--- config.mk ---
export PLATFORM = sky130hd
export DESIGN_NAME = sync_debounce
export DESIGN_NICKNAME = d
export VERILOG_FILES = /design/src/rtl/sync_debounce.sv
export SDC_FILE = /design/constraint.sdc
export NUM_CORES = 1
export LEC_CHECK = 0
export ABC_AREA = 1
export BUFFER_PORTS_ARGS = -buffer_cell sky130_fd_sc_hd__buf_2
export CORE_AREA = 2 2 39 41
export DETAILED_ROUTE_END_ITERATION = 12
export DIE_AREA = 0 0 41 43
export SLEW_MARGIN = 25
export SYNTH_ARGS = -nofsm -noshare
export SYNTH_HDL_FRONTEND = slang
export SYNTH_SLANG_ARGS = --single-unit
--- constraint.sdc ---
create_clock -name iCLK -period 1.35 [get_ports iCLK]
set_input_delay 0.135 -clock iCLK [delete_from_list [all_inputs] [get_ports iCLK]]
set_output_delay 0.135 -clock iCLK [all_outputs]
set_load 0.01 [all_outputs]
--- src/rtl/sync_debounce.sv ---
// sync_debounce: multi-flop synchronizer plus stability qualifier for a raw async level.
// Ports: iCLK, iRST_N, iSIG in; oSIG (debounced), oSYNC (raw sync), oBUSY (qualifying);
// oGLITCH_CNT (8b abort count) only when SYNC_DEBOUNCE_GLITCH_CNT_EN is defined.
module sync_debounce #(
  parameter int   SYNC_STAGES = 2,
  parameter int   DB_COUNT    = 16,
  parameter logic INIT_LEVEL  = 1'b0
) (
  input  logic       iCLK,
  input  logic       iRST_N,
  input  logic       iSIG,
  output logic       oSIG,
  output logic       oSYNC,
  output logic       oBUSY
`ifdef SYNC_DEBOUNCE_GLITCH_CNT_EN
  ,
  output logic [7:0] oGLITCH_CNT
`endif
);

  localparam int CNT_W =
    (DB_COUNT > 1) ? $clog2(DB_COUNT) : 1;
  localparam logic [CNT_W-1:0] CNT_LAST =
    CNT_W'(DB_COUNT - 1);

  localparam logic [0:0] STABLE  = 1'b0;
  localparam logic [0:0] QUALIFY = 1'b1;

  logic [SYNC_STAGES-1:0] syncQ;
  logic [0:0]             stateQ;
  logic [CNT_W-1:0]       cntQ;
  logic                   mismatch;

  always_ff @(posedge iCLK or negedge iRST_N) begin
    if (!iRST_N) begin
      syncQ <= {SYNC_STAGES{INIT_LEVEL}};
    end else begin
      syncQ <= {syncQ[SYNC_STAGES-2:0], iSIG};
    end
  end

  assign oSYNC    = syncQ[SYNC_STAGES-1];
  assign mismatch = oSYNC ^ oSIG;

  always_ff @(posedge iCLK or negedge iRST_N) begin
    if (!iRST_N) begin
      stateQ <= STABLE;
      cntQ   <= '0;
      oSIG   <= INIT_LEVEL;
    end else begin
      unique case (stateQ)
        STABLE: begin
          if (mismatch) begin
            // A single-clock qualify window needs no QUALIFY state.
            if (DB_COUNT == 1) begin
              oSIG <= oSYNC;
            end else begin
              stateQ <= QUALIFY;
              cntQ   <= CNT_W'(1);
            end
          end
        end
        QUALIFY: begin
          if (!mismatch) begin
            // Level fell back to oSIG: bounce, restart from zero.
            stateQ <= STABLE;
            cntQ   <= '0;
          end else if (cntQ == CNT_LAST) begin
            oSIG   <= oSYNC;
            stateQ <= STABLE;
            cntQ   <= '0;
          end else begin
            cntQ <= cntQ + CNT_W'(1);
          end
        end
        default: begin
          stateQ <= STABLE;
          cntQ   <= '0;
        end
      endcase
    end
  end

  assign oBUSY = (stateQ == QUALIFY);

`ifdef SYNC_DEBOUNCE_GLITCH_CNT_EN
  logic abort;

  assign abort = (stateQ == QUALIFY) && !mismatch;

  always_ff @(posedge iCLK or negedge iRST_N) begin
    if (!iRST_N) begin
      oGLITCH_CNT <= 8'h00;
    end else if (abort && (oGLITCH_CNT != 8'hFF)) begin
      oGLITCH_CNT <= oGLITCH_CNT + 8'd1;
    end
  end
`endif

endmodule

==> impl_metrics.toml, run 1 <==
[yosys]
yosysTopAreaCell = "dfrtp_1"
syn_nets = 45
synth_ff_type = "dfrtp_1"
avgSynthCellArea_sq_um = 8.70
synth_cells = 41
yosysWarnings = 0
synthDistinctLibCells = 13
synth.top_cells.by_count = "nand2_1, dfrtp_1, nand3_1"
synth-edff-count = 0
yosysMostFrequentCell = "nand2_1"
synth-seq-area-share = 0.561
synth_top_area_share = 0.561
synth_area_leaders = "dfrtp_1, nand2_1, nand3_1"
synthesis.area_sq_um = 357
synth-seq-cells = 8
async_flop_share = 1.00

[timing]
setup_viol = 0
fin_crit_sh = 0.827
worst_pin_slew_ns = 0.182
rsz0062_at_grt = "no"
fmax_mhz = 895
hold_viol_final = 0
slew_viol_final = 0
setup_tns_ns = 0
min_period_ns = 1.12
fin_skew_ns = 0.00248
max-slew-margin-rel = 0.878
holdWs_ns = 0.248

[clock_network]
cts_buffers = 3
clkLatencyLatePin_ns = 0.25
tritoncts = "built"
h-tree-depth = 1
cts.sinks = 8
clockRootBuffer = "clkbuf_4"
clk_pin_slew_ns = 0.05
ctsLongestPathBuffers = 2

[placed_design]
dp_cells = 62
port_buffers = 5
post-dp-hpwl_um = 520
gp_congestion = 0.793

[grt]
grt_overflow = 0
busiest_layer = "met2"
grtUsageMet2 = 0.144
grt_start_max_net_pins = 9
grt_pass1_wl_um = 1060
met3_usage = 0.0471
antenna_found_initial = 0
grt_pass1_vias = 269
grtUsageMet1 = 0.0897
track_usage = 0.101

[routing]
first_iter_violations = 4
viasPerCell = 4.51
routed_wl_um = 666
drc = 0
dr.pass1.iters = 4
vias = 302
postRouteAntennaNets = 0
avgRoutedWirePerCell_um = 9.94

[power_and_ir_drop]
leakagePower_nw = 0.231
switching_power_w = 0.000127
p_clk_frac = 0.365
ir_drop_v = 0.000373
netSwitchingFraction = 0.252
power_density_nw_per_um2 = 1140
internal-power_w = 0.000378
p_comb_frac = 0.096
seqPwrFrac = 0.539

[finish]
nets = 57
n_fill_cell = 158
antennaDiodeCount = 0
fin_cells = 67
drive_gt1_frac = 0.196
seq_area_sq_um = 200
multi_input_area_sq_um = 141
area_growth_pct = 24.6

[die]
fp.dieW_um = 41
fp-row-count = 14
ios = 6
die_area_sq_um = 1760
core_sq_um = 1380
start_util = 0.258
fp.dieH_um = 43

[worst_setup_path]
crit_type = "reg -> reg"
path_max_fanout = 5
crit_required_ns = 1.53
crit_arrival_ns = 1.30
end_kind = "register"
startpoint_type = "register"

[min_path]
hold_path_class = "in -> async"

[status]
status = "finished, final reports clean"

[flow_run]
max_cap_violations = 0
## cells by family (layout without fill, tap and decap cells)
logic type | after synthesis | in the layout | share of synthesized area
and+or+nand+nor | 23 | 23 | 0.281
DFF | 8 | 8 | 0.561
AOI/OAI and AO/OA | 4 | 4 | 0.0561
buffers and inverters | 4 | 14 | 0.0421
adders and majority gates | 1 | 1 | 0.0351
xor gates and xnor gates | 1 | 1 | 0.0246
## sequential cells by signal (all words and copies together), names as in the netlist
name and cells:
cntQ 4, syncQ 2, oBUSY 1, oSIG 1
## worst max-delay path, cell delays in order, from the launching register on
cell and delay (ns):
dfrtp_1 0.43, ha_1 0.25, nand2_2 0.10, nand2_1 0.05, nand2_1 0.05, nand2_1 0.05, o21ai_1 0.11
## metal layers
metal / vias to the layer above / wire (um)
met2: 9 / 303
li1: 152 / -
met5: - / 0
met4: 0 / 32
met3: 4 / 30
met1: 137 / 299
## timing repair
action                                 CTS  global route
hold buffers                             2             0
resized for setup                        0             0
endpoints found under the hold margin    9             0
setup buffers                            0             0
## layout by cell type (no fill, tap or decap), drive strengths merged
cell / Yosys / routed
o21ai: 3 / 3
inv: 4 / 4
xor2: 1 / 1
dlygate4sd3: 0 / 2
nor2: 3 / 3
ha: 1 / 1
nand3: 5 / 5
dfrtp: 8 / 8
nand4: 1 / 1
clkbuf: 0 / 3
buf: 0 / 5
nand2: 14 / 14
a21oi: 1 / 1
## path summary, 6_finish.rpt
| kind | from | end | slack (ns) | cells past startpoint |
|---|---|---|---|---|
| worst max-delay path | cntQ[0]$_DFFE_PN0P_ | cntQ[3]$_DFFE_PN0P_ | 0.23 | 6 |
| worst min-delay path | iRST_N | cntQ[3]$_DFFE_PN0P_ | 0.25 | 2 |
| worst max register to register | cntQ[0]$_DFFE_PN0P_ | cntQ[3]$_DFFE_PN0P_ | 0.23 | 6 |
| worst min register to register | syncQ[0]$_DFF_PN0_ | syncQ[1]$_DFF_PN0_ | 0.36 | 0 |
| max in group asynchronous | iRST_N | syncQ[1]$_DFF_PN0_ | 0.93 | 2 |
| min in group iCLK | syncQ[0]$_DFF_PN0_ | syncQ[1]$_DFF_PN0_ | 0.36 | 0 |
## layout make-up
class | instances | share of cell area
repair buffers | 7 | 0.101
clock buffers | 3 | 0.0507
inverters | 4 | 0.0338
well taps | 16 | 0.0451
multi-input cells | 29 | 0.318
flip-flops and latches | 8 | 0.451
## power by group through the flow
stage	registers (W)	logic [W]	clock network (W)
floorplan	0.000274	0.0000268	0
global placement	0.000275	0.0000430	0
detailed placement	0.000276	0.0000450	0
CTS	0.000271	0.0000497	0.000193
global route	0.000274	0.0000561	0.000207
finish	0.000272	0.0000483	0.000185
## metrics by stage
stage / util / worst slack (ns) / power, W / instance area [sq um]
global placement: 0.290 / 0.270 / 0.000318 / 402
detailed placement: 0.290 / 0.241 / 0.000321 / 402
global route: 0.321 / 0.157 / 0.000537 / 444
CTS: 0.321 / 0.226 / 0.000514 / 444
finish: 0.321 / 0.233 / 0.000505 / 444
floorplan: - / 0.332 / 0.000301 / 357
Note: power is estimated with default switching activity, not from simulation.
==> run 2: changes to the inputs <==
- ABC_AREA: 1 -> 0
- clock period: 1.35 -> 0.9 ns (I/O delays scaled with it)
==> impl_metrics.toml, run 2 <==
[status]
status = "finished, violations left"
violations = "setup timing"

[finish]
multi_input_area_sq_um = 185
largest_register_ffs = 4
seq_area_sq_um = 203
n_fill_cell = 131
drive_gt1_frac = 0.511
final_area_sq_um = 552
regMostFlops = "cntQ"
top_regs = "cntQ x4, syncQ x2"
layout_common_cells = "dfrtp_1, buf_6, clkbuf_4, buf_2, buf_4"
nets = 51
final_common_cell = "dfrtp_1"
area_growth_pct = 52.6
fin_cells = 61
antennaDiodeCount = 0

[routing]
drc = 0
postRouteAntennaNets = 0
avgRoutedWirePerCell_um = 11.2
dr.pass1.iters = 3
first_iter_violations = 3
routed_wl_um = 685
vias = 288
viasPerCell = 4.72

[power_and_ir_drop]
power_w = 0.000832
switching_power_w = 0.000206
ir_drop_v = 0.000571
netSwitchingFraction = 0.248
p_comb_frac = 0.185
seqPwrFrac = 0.488
p_clk_frac = 0.327
internal-power_w = 0.000626
leakagePower_nw = 0.237
power_density_nw_per_um2 = 1510

[timing]
slew_viol_final = 0
holdWs_ns = 0.203
hold_viol_final = 0
fin_crit_sh = 1.23
setup_tns_ns = -1.18
worst_pin_slew_ns = 0.236
fmax_mhz = 902
setup_viol = 9
min_period_ns = 1.11
fin_skew_ns = 0.00617
fin_ws_ns = -0.208
rsz0062_at_grt = "yes"
max-slew-margin-rel = 0.840

[yosys]
async_flop_share = 1.00
synth.top_cells.by_count = "dfrtp_1, a21oi_1, inv_1, nand3_1, nand4_1"
synth-seq-area-share = 0.554
synthXorXnorAreaFrac = 0.0450
synthesis.area_sq_um = 362
yosysWarnings = 0
avgSynthCellArea_sq_um = 12.1
synth_area_leaders = "dfrtp_1, xor2_2, ha_1"
synth_top_family_by_area = "simple AND/OR/NAND/NOR gates"
syn_nets = 34
synth-seq-cells = 8
synth_compound_area_frac = 0.138
yosysMostFrequentCell = "dfrtp_1"
synth-edff-count = 0
synthMuxAreaShare = 0.0311
synth_simple_gate_area_frac = 0.163
synthDistinctLibCells = 19
synth_top_area_share = 0.554
yosysTopAreaCell = "dfrtp_1"
synth_fa_ha_area_frac = 0.0346
synth_cells = 30
synth_ff_type = "dfrtp_1"

[placed_design]
gp_congestion = 0.748
placement.cell_area_sq_um = 442
port_buffers = 5
dp_cells = 55
post-dp-hpwl_um = 460

[grt]
grt_overflow = 0
grt_pass1_wl_um = 1080
antenna_found_initial = 0
grt_pass1_vias = 260
grt_start_max_net_pins = 9
track_usage = 0.104

[clock_network]
clk_pin_slew_ns = 0.06
tritoncts = "built"
clockRootBuffer = "clkbuf_4"
h-tree-depth = 1
clkLatencyLatePin_ns = 0.25
ctsLongestPathBuffers = 2
cts_buffers = 3
cts.sinks = 8

[flow_run]
max_cap_violations = 0

[die]
die_area_sq_um = 1760
core_sq_um = 1380
start_util = 0.261
fp-row-count = 14
fp.dieW_um = 41
ios = 6
fp.dieH_um = 43

[worst_setup_path]
crit_required_ns = 1.04
crit_type = "reg -> reg"
crit_arrival_ns = 1.25
startpoint_type = "register"
path_max_fanout = 5
r2r_cells = 3
end_kind = "register"

[min_path]
hold_path_class = "in -> async"
==> run 2: what timing repair did <==
item | CTS | global route
resized for setup | 3 | 9
hold buffers | 2 | 0
buffers inserted | 1 | 0
hold endpoints to repair | 9 | 0
pin swaps | 4 | 3
endpoints found under the setup margin | 9 | 9
==> run 2: area by class of cell <==
type / instances / share of cell area
clock buffer: 3 / 0.0408
inverter: 2 / 0.0136
sequential: 8 / 0.367
timing repair buffer: 13 / 0.206
tap: 16 / 0.0363
multi-input combinational: 19 / 0.336
==> run 2: worst paths after layout <==
check | start | endpoint | slack [ns]
max | cntQ[0]$_DFFE_PN0P_ | oSIG$_DFFE_PN0P_ | -0.21
min | iRST_N | cntQ[0]$_DFFE_PN0P_ | 0.20
max reg2reg | cntQ[0]$_DFFE_PN0P_ | oSIG$_DFFE_PN0P_ | -0.21
min reg2reg | syncQ[0]$_DFF_PN0_ | syncQ[1]$_DFF_PN0_ | 0.35
max in group asynchronous | iRST_N | syncQ[1]$_DFF_PN0_ | 0.51
min in group iCLK | syncQ[0]$_DFF_PN0_ | syncQ[1]$_DFF_PN0_ | 0.35
==> run 2: logic make-up after synthesis <==
kind of cell | count (synthesis)
AND/OR/NAND/NOR | 9
flip-flops | 8
AO/OA/AOI/OAI | 7
buffers and inverters | 3
XOR/XNOR | 1
multiplexers | 1
adder cells (fa/ha/maj) | 1
==> run 2: power groups by stage <==
stage               Clock [W]  Combinational [W]  Sequential [W]
finish               0.000272           0.000154        0.000406
global route         0.000308           0.000172        0.000408
CTS                  0.000288           0.000131        0.000398
detailed placement          0           0.000116        0.000404
global placement            0           0.000114        0.000404
floorplan                   0          0.0000548        0.000409
==> run 2: through the flow <==
stage           util  setup WS [ns]
5_1_grt        0.399         -0.256
4_1_cts        0.365         -0.232
3_5_place_dp   0.319         -0.236
3_3_place_gp   0.319         -0.228
2_1_floorplan      -         -0.216
6_report       0.399         -0.208
==> run 2: metal layers <==
layer  wire length [um]  vias up  GRT usage  share of wire
met5                  0        -          0              0
met4                 18        0     0.0800          0.026
met3                 54        2     0.0942          0.079
met2                310        7      0.113           0.45
met1                302      134      0.120           0.44
li1                   -      145          -              -
==> run 2: worst max-delay path, cell delays in order (launching register included) <==
cell and delay, ns:
dfrtp_1 0.40, ha_4 0.18, nand4_1 0.10, mux2_4 0.31
==> run 3: changes to the inputs <==
- PLACE_DENSITY: unset -> 0.55
==> impl_metrics.toml, run 3 (same netlist as run 2, synthesis figures left out) <==
[worst_setup_path]
path_max_fanout = 4
cpPeakStageDelay_ns = 0.40
crit_required_ns = 1.03
startpoint_type = "register"
end_kind = "register"
crit_type = "reg -> reg"
crit_slowest_cell = "dfrtp_1"
path_cells = "ha_4, nand4_1, mux2_4"
crit_arrival_ns = 1.24

[finish]
largest_register_ffs = 4
drive_gt1_frac = 0.596
area_growth_pct = 63.3
regMostFlops = "cntQ"
final_util = 0.427
layout_common_cells = "dfrtp_1, buf_6, buf_4"
antennaDiodeCount = 0
top_regs = "cntQ x4, syncQ x2"
fin_cells = 63
final_area_sq_um = 591
nets = 53

[timing]
hold_viol_final = 0
min_period_ns = 1.11
rsz0062_at_grt = "yes"
setup_tns_ns = -1.39
fin_skew_ns = 0.00753
slew_viol_final = 0
fin_crit_sh = 1.24
setup_viol = 9
fin_ws_ns = -0.212
holdWs_ns = 0.214
worst_pin_slew_ns = 0.241
max-slew-margin-rel = 0.837
fmax_mhz = 900

[status]
status = "finished, violations left"
violations = "setup timing"

[die]
ios = 6
fp.dieH_um = 43
start_util = 0.261
core_sq_um = 1380
fp-row-count = 14
die_area_sq_um = 1760
fp.dieW_um = 41

[routing]
avgRoutedWirePerCell_um = 12.2
routed_wl_um = 770
drc = 0
dr.pass1.iters = 4
vias = 306
postRouteAntennaNets = 0
first_iter_violations = 3
viasPerCell = 4.86

[power_and_ir_drop]
switching_power_w = 0.000210
ir_drop_v = 0.000804
p_comb_frac = 0.212
netSwitchingFraction = 0.249
leakagePower_nw = 0.249
seqPwrFrac = 0.481
p_clk_frac = 0.307
power_density_nw_per_um2 = 1430
internal-power_w = 0.000635

[grt]
grt_start_max_net_pins = 10
grt_pass1_vias = 314
grt_overflow = 0
antenna_found_initial = 0
track_usage = 0.117
grt_pass1_wl_um = 1370

[placed_design]
post-dp-hpwl_um = 541
dp_cells = 56
port_buffers = 5
placement.cell_area_sq_um = 449
gp_congestion = 0.747

[clock_network]
tritoncts = "built"
ctsLongestPathBuffers = 2
clkLatencyLatePin_ns = 0.24
cts_buffers = 3
clockRootBuffer = "clkbuf_4"
clk_pin_slew_ns = 0.06
h-tree-depth = 1
cts.sinks = 8

[min_path]
hold_path_class = "in -> async"

[flow_run]
max_cap_violations = 0
[run 3: repair_timing]
item,CTS,global route
hold endpoints to repair,9,0
pin swaps,1,5
resized for setup,7,10
setup endpoints to repair,9,9
hold buffers,2,0
setup buffers,0,2
[run 3: cell type report]
cell class / count / area [sq um]
Tap cell: 16 / 20.0
Inverter: 2 / 7.51
Timing Repair Buffer: 15 / 135
Multi-Input combinational cell: 19 / 203
Sequential cell: 8 / 203
Clock buffer: 3 / 22.5
Fill cell: 132 / 793
[run 3: stage by stage]
step | total power, W | worst slack [ns]
floorplan | 0.000464 | -0.216
global placement | 0.000519 | -0.220
global route | 0.000890 | -0.283
CTS | 0.000810 | -0.244
finish | 0.000845 | -0.212
detailed placement | 0.000527 | -0.279
[run 3: worst paths after layout]
kind                                     startpoint                 end  slack (ns)  depth (start not counted)
worst max-delay path            cntQ[1]$_DFFE_PN0P_    oSIG$_DFFE_PN0P_       -0.21                          3
worst min-delay path                         iRST_N  syncQ[0]$_DFF_PN0_        0.21                          2
worst max register to register  cntQ[1]$_DFFE_PN0P_    oSIG$_DFFE_PN0P_       -0.21                          3
worst min register to register   syncQ[0]$_DFF_PN0_  syncQ[1]$_DFF_PN0_        0.37                          0
max in group asynchronous                    iRST_N  syncQ[1]$_DFF_PN0_        0.50                          2
min in group iCLK                syncQ[0]$_DFF_PN0_  syncQ[1]$_DFF_PN0_        0.37                          0
[run 3: power by group through the flow]
stage / logic, W / clock network (W) / registers [W]
global placement: 0.000116 / 0 / 0.000403
global route: 0.000194 / 0.000287 / 0.000409
floorplan: 0.0000548 / 0 / 0.000409
finish: 0.000179 / 0.000259 / 0.000407
CTS: 0.000139 / 0.000268 / 0.000402
detailed placement: 0.000122 / 0 / 0.000405
[run 3: metal layers]
layer  global-route usage  wire, um  vias to the layer above
met1                0.135       309                      152
met4               0.0800         8                        0
met5                    0         0                        -
li1                     -         -                      149
met3               0.0157        12                        2
met2                0.188       440                        3
[run 3: worst max-delay path: cells and delay by family, from the launching register on]
kind	cells	cell delay (ns)
fa+ha+maj	1	0.19
mux	1	0.31
simple gates	1	0.11
flops	1	0.40
